==> config.mk <==
export PLATFORM = sky130hd
export DESIGN_NAME = byte_word_packer
export DESIGN_NICKNAME = d
export VERILOG_FILES = /design/src/rtl/byte_word_packer.sv
export SDC_FILE = /design/constraint.sdc
export NUM_CORES = 1
export LEC_CHECK = 0
export BUFFER_PORTS_ARGS = -buffer_cell sky130_fd_sc_hd__buf_2
export CORE_ASPECT_RATIO = 1.75
export CORE_MARGIN = 1.5
export CORE_UTILIZATION = 49
export DETAILED_ROUTE_END_ITERATION = 6
export PLACE_DENSITY = 0.75
export SLEW_MARGIN = 5
export SYNTH_ARGS = -nofsm -noshare
export SYNTH_HDL_FRONTEND = slang
export SYNTH_SLANG_ARGS = --single-unit
==> constraint.sdc <==
create_clock -name clk -period 1.4 [get_ports clk]
set_input_delay 0.28 -clock clk [delete_from_list [all_inputs] [get_ports clk]]
set_output_delay 0.28 -clock clk [all_outputs]
set_load 0.02 [all_outputs]
==> src/rtl/byte_word_packer.sv <==
// Byte-to-word stream packer: gathers byte beats LSB-lane first into a LANES-wide
// word, with partial flush (in_last) and fill-remaining-lanes broadcast (in_bcast).
module byte_word_packer #(
  parameter int LANES  = 4,
  parameter int BYTE_W = 8
) (
  input  logic                      clk,
  input  logic                      rst_n,
  input  logic                      in_valid,
  output logic                      in_ready,
  input  logic [BYTE_W-1:0]         in_data,
  input  logic                      in_last,
  input  logic                      in_bcast,
  output logic                      out_valid,
  input  logic                      out_ready,
  output logic [LANES*BYTE_W-1:0]   out_data,
  output logic [LANES-1:0]          out_keep,
  output logic [15:0]               word_count
);

  localparam int CNT_W  = (LANES > 1) ? $clog2(LANES) : 1;
  localparam int WORD_W = LANES * BYTE_W;
  localparam logic [CNT_W-1:0] LAST_LANE = CNT_W'(LANES - 1);

  logic [CNT_W-1:0]  cnt_q, cnt_d;
  logic [WORD_W-1:0] acc_q, acc_d, acc_ins;
  logic              out_valid_q, out_valid_d;
  logic [WORD_W-1:0] out_data_q, out_data_d;
  logic [LANES-1:0]  out_keep_q, out_keep_d;
  logic [15:0]       word_count_q, word_count_d;
  logic              accept, xfer, complete;
  logic [WORD_W-1:0] word;
  logic [LANES-1:0]  keep;

  assign in_ready   = !out_valid_q || out_ready;
  assign out_valid  = out_valid_q;
  assign out_data   = out_data_q;
  assign out_keep   = out_keep_q;
  assign word_count = word_count_q;

  always_comb begin
    xfer     = out_valid_q && out_ready;
    accept   = in_valid && in_ready;
    complete = accept && (in_bcast || in_last || (cnt_q == LAST_LANE));

    // Lanes below cnt come from the accumulator, lane cnt is the new byte, and
    // lanes above are either zero or the broadcast byte.
    word    = '0;
    keep    = '0;
    acc_ins = acc_q;
    for (int i = 0; i < LANES; i++) begin
      if (i < int'(cnt_q)) begin
        word[i*BYTE_W +: BYTE_W] = acc_q[i*BYTE_W +: BYTE_W];
        keep[i] = 1'b1;
      end else if (i == int'(cnt_q)) begin
        word[i*BYTE_W +: BYTE_W]    = in_data;
        acc_ins[i*BYTE_W +: BYTE_W] = in_data;
        keep[i] = 1'b1;
      end else if (in_bcast) begin
        word[i*BYTE_W +: BYTE_W] = in_data;
        keep[i] = 1'b1;
      end
    end

    cnt_d = cnt_q;
    acc_d = acc_q;
    if (accept) begin
      if (complete) begin
        cnt_d = '0;
        acc_d = '0;
      end else begin
        cnt_d = cnt_q + CNT_W'(1);
        acc_d = acc_ins;
      end
    end

    out_valid_d = out_valid_q;
    out_data_d  = out_data_q;
    out_keep_d  = out_keep_q;
    if (complete) begin
      out_valid_d = 1'b1;
      out_data_d  = word;
      out_keep_d  = keep;
    end else if (xfer) begin
      out_valid_d = 1'b0;
    end

    word_count_d = xfer ? word_count_q + 16'd1 : word_count_q;
  end

  always_ff @(posedge clk or negedge rst_n) begin
    if (!rst_n) begin
      cnt_q        <= '0;
      acc_q        <= '0;
      out_valid_q  <= 1'b0;
      out_data_q   <= '0;
      out_keep_q   <= '0;
      word_count_q <= '0;
    end else begin
      cnt_q        <= cnt_d;
      acc_q        <= acc_d;
      out_valid_q  <= out_valid_d;
      out_data_q   <= out_data_d;
      out_keep_q   <= out_keep_d;
      word_count_q <= word_count_d;
    end
  end

endmodule
### Yosys cells after proc, flatten, opt, wreduce, memory -nomap -nowiden

Cells that the tools add are included.

* flip-flop bits (word level): 79
* output and inout bits: 54
* input port bits: 14

* equality and inequality tests: 7
* add/subtract/negate cells: 2
* multiplexer cells: 26
* order comparisons: 3
* reductions and logical operators: 15

Operator list (number)
* $mux W8: 14
* $mux W24: 1
* $add A16 B1 Y16 const B: 1
* $mux W1: 10
* $reduce_and A3 Y1: 3
* $reduce_bool A2 Y1: 4
* $ne A2 B2 Y1 const B: 3
* $eq A2 B2 Y1 const A: 2
* $lt A1 B2 Y1 const A: 2
* $logic_and A1 B1 Y1: 3
* $logic_or A1 B1 Y1: 3
* $add A2 B1 Y2 const B: 1
* $eq A1 B2 Y1 const A: 1
* $eq A2 B2 Y1 const B: 1
* $logic_not A2 Y1: 1
* $lt A2 B2 Y1 const A: 1
* $mux W2: 1
* $logic_not A1 Y1: 1

### Depth between registers and ports, before layout

* depth in word-level cells: 6
* mapped depth: 7
* mapped depth without buffers: 6

### Worst setup path after synthesis

Ideal clock, no wire load.

* path type: reg-to-reg
* from: register cnt_q[1]
* to: register out_data_q[1], in the netlist out_data[1]
* arrival time: 1.475 ns
* stages on the path, launching flop included: 6
* required time: 1.273 ns
* path buffers: 1
* slack: -0.202 ns
* cells stage by stage: dfrtp_1 inv_1 ha_1 clkbuf_1 mux2i_1 o21ai_0

* word-level cells in the longest chain between the ends: 3
* elaborated cells between the ends (all ways): 7
* those cells by class: 1 x order compare; 1 x eq/ne; 2 x mux; 3 x reduce/logical

Ends and longest elaborated chain
* start, declared: line 25 `logic [CNT_W-1:0] cnt_q, cnt_d;`
* start signal, assigned: line 100 `cnt_q <= cnt_d;`
* $logic_not A2 Y1 or $eq A2 B2 Y1 (tied branches): line 55, 44
* $mux W8 or $logic_or A1 B1 Y1 (tied branches): line 55, 44
* $mux W8 or $logic_and A1 B1 Y1 (tied branches): line 52, 44
* end signal, assigned: line 103 `out_data_q <= out_data_d;`
* end, declared: line 28 `logic [WORD_W-1:0] out_data_q, out_data_d;`

Several ways; a longest one is shown, not always the timed one.
A chain may end at the register's enable or synchronous reset.

### Worst setup path in the final report

* from: register cnt_q[1]
* to: register out_data_q[13], in the netlist out_data[13]

* word-level cells in the longest chain between the ends: 3
* elaborated cells between the ends (all ways): 7
* those cells by class: 1 x order compare; 2 x eq/ne; 2 x mux; 2 x reduce/logical

Ends and longest elaborated chain (line)
* $eq A2 B2 Y1 (on tied branches): 55, 44
* $mux W8 or $logic_or A1 B1 Y1 (tied branches): 55, 44
* $mux W8 or $logic_and A1 B1 Y1 (tied branches): 52, 44

Several ways; a longest one is shown, not always the timed one.

==> impl_metrics.csv <==
group,metric,value,unit
yosys,synth_top_area_share,58.6,%
pwr,p_leak,2.46,nW
detailed_routing,initialDrtViolationCount,184,
critical_path,r2r_start,"cnt_q[1]$_DFFE_PN0P_",
detailed_routing,antenna_left,0,
yosys,synth_cells,294,
yosys,ys_seq_elements,79,
critical_path,critPathSlowestCell,"or3_4",
grt,grt.overflow.total,0,
timing,final.setup.tns,-7.67,ns
timing,hold_viol,0,
yosys,ys_seq_area_share,58.6,%
detailed_routing,first_pass_iters,4,
timing,worst_pin_slew,0.449,ns
pwr,p_total,7.14,mW
placement,globalplace.congestion,0.903,
critical_path,worstReg2RegEnd,"out_data[13]$_DFFE_PN0P_",
placement,portBuffers,67,
yosys,syn-num-nets,314,
yosys,synthArstFlopShare,100,%
worst_hold_path,worstHoldStart,"in_data[7]",
floorplan,io_pins,68,
critical_path,path_cells,"ha_2, or3_4, nand3_4, clkbuf_16, nand2_1, o21ai_1",
critical_path,slowest_delay,0.45,ns
placement,placed_area,4080,um2
timing,max_freq,625,MHz
timing,fin_skew,0.00431,ns
yosys,yosysMostFrequentCell,"dfrtp_1",
detailed_routing,vias,2799,
critical_path,path_max_fanout,12,
layout,fin_util,72.8,%
cts,cts_tree,"yes",
timing,relSlewSlack,70.1,%
cts,clock_latency,0.34,ns
critical_path,r2r_cells,6,
critical_path,cp-end-kind,"flip-flop",
grt,grt_max_degree,33,
layout,final_nets,430,
layout,final_area,4800,um2
detailed_routing,route.detailed.drc,0,
floorplan,start_util,51.2,%
detailed_routing,via_per_inst,5.63,
floorplan,rows,39,
critical_path,worstSetupStartpointType,"flip-flop",
yosys,ys_types,35,
layout,fill_cells,453,
grt,grt_use_total,25.3,%
grt,grt_pass1_wl,13.8,mm
timing,setup_viol,53,
yosys,synthTopCellsByArea,"dfrtp_1 (59%), mux2i_1 (6.2%), a22o_1 (4.2%), nand2_1 (3.9%), a22oi_1 (3.6%)",
run,drv_cap,0,
floorplan,die_height,113,um
critical_path,cp.required,1.67,ns
worst_hold_path,min_to,"out_data[31]$_DFFE_PN0P_",
cts,cts_buffers,9,
run_status,violations,"negative setup slack",
detailed_routing,drt_wl_total,9.18,mm
yosys,synth_ff_type,"dfrtp_1",
floorplan,dieArea,7410,um2
pwr,powerDensity,1490,nW/um2
worst_hold_path,min_path_type,"primary input to flip-flop",
layout,diodes,0,
timing,slew_viol_final,0,
layout,areaGrowthSynthToFinish,42.2,%
yosys,avgSynthCellArea,11.5,um2
critical_path,r2r_setup_slack,-0.20,ns
grt,grt_pass1_vias,2778,
timing,fin_crit_sh,114,%
cts,clock_sinks,79,
placement,dp_cells,463,
yosys,yosysWarnings,0,
timing,setup_slack,-0.201,ns
timing,min_period,1.60,ns
floorplan,die_w,65.7,um
floorplan,coreArea,6590,um2
worst_hold_path,hold_path_depth,2,
yosys,yosys-top-cells-count,"dfrtp_1 (79), nand2_1 (35), nor2_1 (23)",
grt,antenna_found_initial,0,
critical_path,arrival,1.87,ns
cts,cts-root-buf,"clkbuf_16",
layout,final_cell_count_no_fill,497,
pwr,ir_drop,0.00103,V
yosys,synth-edff-count,0,
placement,post-dp-hpwl,5.72,mm
cts,cts_max_level,3,
timing,rsz0062_at_grt,"true",
cts,clk_pin_slew_worst_paths,0.06,ns
detailed_routing,avgRoutedWirePerCell,18.5,um
yosys,yosysTopAreaCell,"dfrtp_1",
run_status,status,"complete, but fails checks",
layout,drive_above_1_share,44.8,%
yosys,syn-cell-area,3370,um2
cts,cts_buffer_depth,2,
critical_path,critPathKind,"flip-flop to flip-flop",
## layout make-up
type	instances	area [um2]	area share, %
Timing Repair Buffer	118	865	18.0
Inverter	3	16.3	0.339
Multi-Input combinational cell	199	1540	32.1
Sequential cell	79	1980	41.3
Clock buffer	12	246	5.14
Clock inverter	4	45.0	0.939
Tap cell	82	103	2.14
## worst max-delay path, delay by kind of cell, from the launching register on
kind,cells,cell delay (ns)
buffers and inverters,1,0.19
flip-flops,1,0.39
AND/OR/NAND/NOR,3,0.67
adder cells (fa/ha/maj),1,0.20
AO/OA/AOI/OAI,1,0.06
## through the flow
step           hold slack [ns]  setup slack, ns
2_1_floorplan          -0.0156          -0.0983
3_3_place_gp             0.251           -0.147
3_5_place_dp             0.256           -0.226
4_1_cts                  0.273           -0.176
5_1_grt                  0.313           -0.231
6_report                 0.304           -0.201
## power by group
part           internal [mW]  switching [mW]  leakage (nW)
logic                  0.833            1.11          1.29
clock network           1.42           0.879         0.146
registers               2.64           0.262          1.03
total                   4.89            2.26          2.46
## cells by family after synthesis
group	Yosys count	share of synthesized area, %
AND/OR/NAND/NOR	86	11.8
adder cells (fa/ha/maj)	6	2.23
AO/OA/AOI/OAI	68	13.7
XOR/XNOR	15	3.89
buffers and inverters	17	2.82
flip-flops	79	58.6
multiplexers	23	6.90
## registers in the layout, indices dropped and copies added (netlist names)
name and count:
out_data 32, acc_q 24, word_count 16, out_keep 4
cnt_q 2, out_valid 1
## metal layers
layer | vias to the layer above | track usage (%) | share of wire, % | wire (um)
met5 | - | 0 | 0 | 0
met4 | 0 | 12.1 | 3.9 | 361
met3 | 23 | 6.66 | 4.4 | 407
met2 | 96 | 42.4 | 53 | 4880
met1 | 1394 | 29.4 | 38 | 3530
li1 | 1286 | - | - | -
## worst max path at each step
stage,startpoint,slack [ns],endpoint
floorplan,out_valid$_DFFE_PN0P_,-0.1,acc_q[16]$_DFFE_PN0P_
global placement,cnt_q[1]$_DFFE_PN0P_,-0.15,out_data[15]$_DFFE_PN0P_
detailed placement,cnt_q[1]$_DFFE_PN0P_,-0.23,out_data[15]$_DFFE_PN0P_
CTS,cnt_q[0]$_DFFE_PN0P_,-0.18,out_keep[0]$_DFFE_PN0P_
global route,cnt_q[1]$_DFFE_PN0P_,-0.23,out_data[18]$_DFFE_PN0P_
finish,cnt_q[1]$_DFFE_PN0P_,-0.20,out_data[13]$_DFFE_PN0P_
## timing repair
| action | 4_1_cts | 5_1_grt |
|---|---|---|
| setup endpoints to repair | 65 | 70 |
| hold buffers | 1 | 0 |
| buffers inserted | 5 | 7 |
| pin swaps | 12 | 19 |
| gates cloned | 3 | 4 |
| gates resized for setup | 37 | 34 |
| endpoints found under the hold margin | 30 | 0 |
## layout by cell type (no fill, tap or decap), drive strengths merged
cell	instances
a21oi	2
nor3	4
a21o	1
a22o	16
xor2	4
ha	6
nand3	7
mux2	2
bufinv	1
and2	4
and3	4
a32o	3
xnor2	11
nand2b	1
clkbuf	14
a31oi	1
dlygate4sd3	1
a22oi	16
or3	1
clkinv	3
inv	3
nor2	23
nand4	6
nor4	1
dfrtp	79
o21ai	29
nand2	35
mux2i	21
nor2b	1
buf	115
No activity file was read; power rests on OpenSTA's default activity.
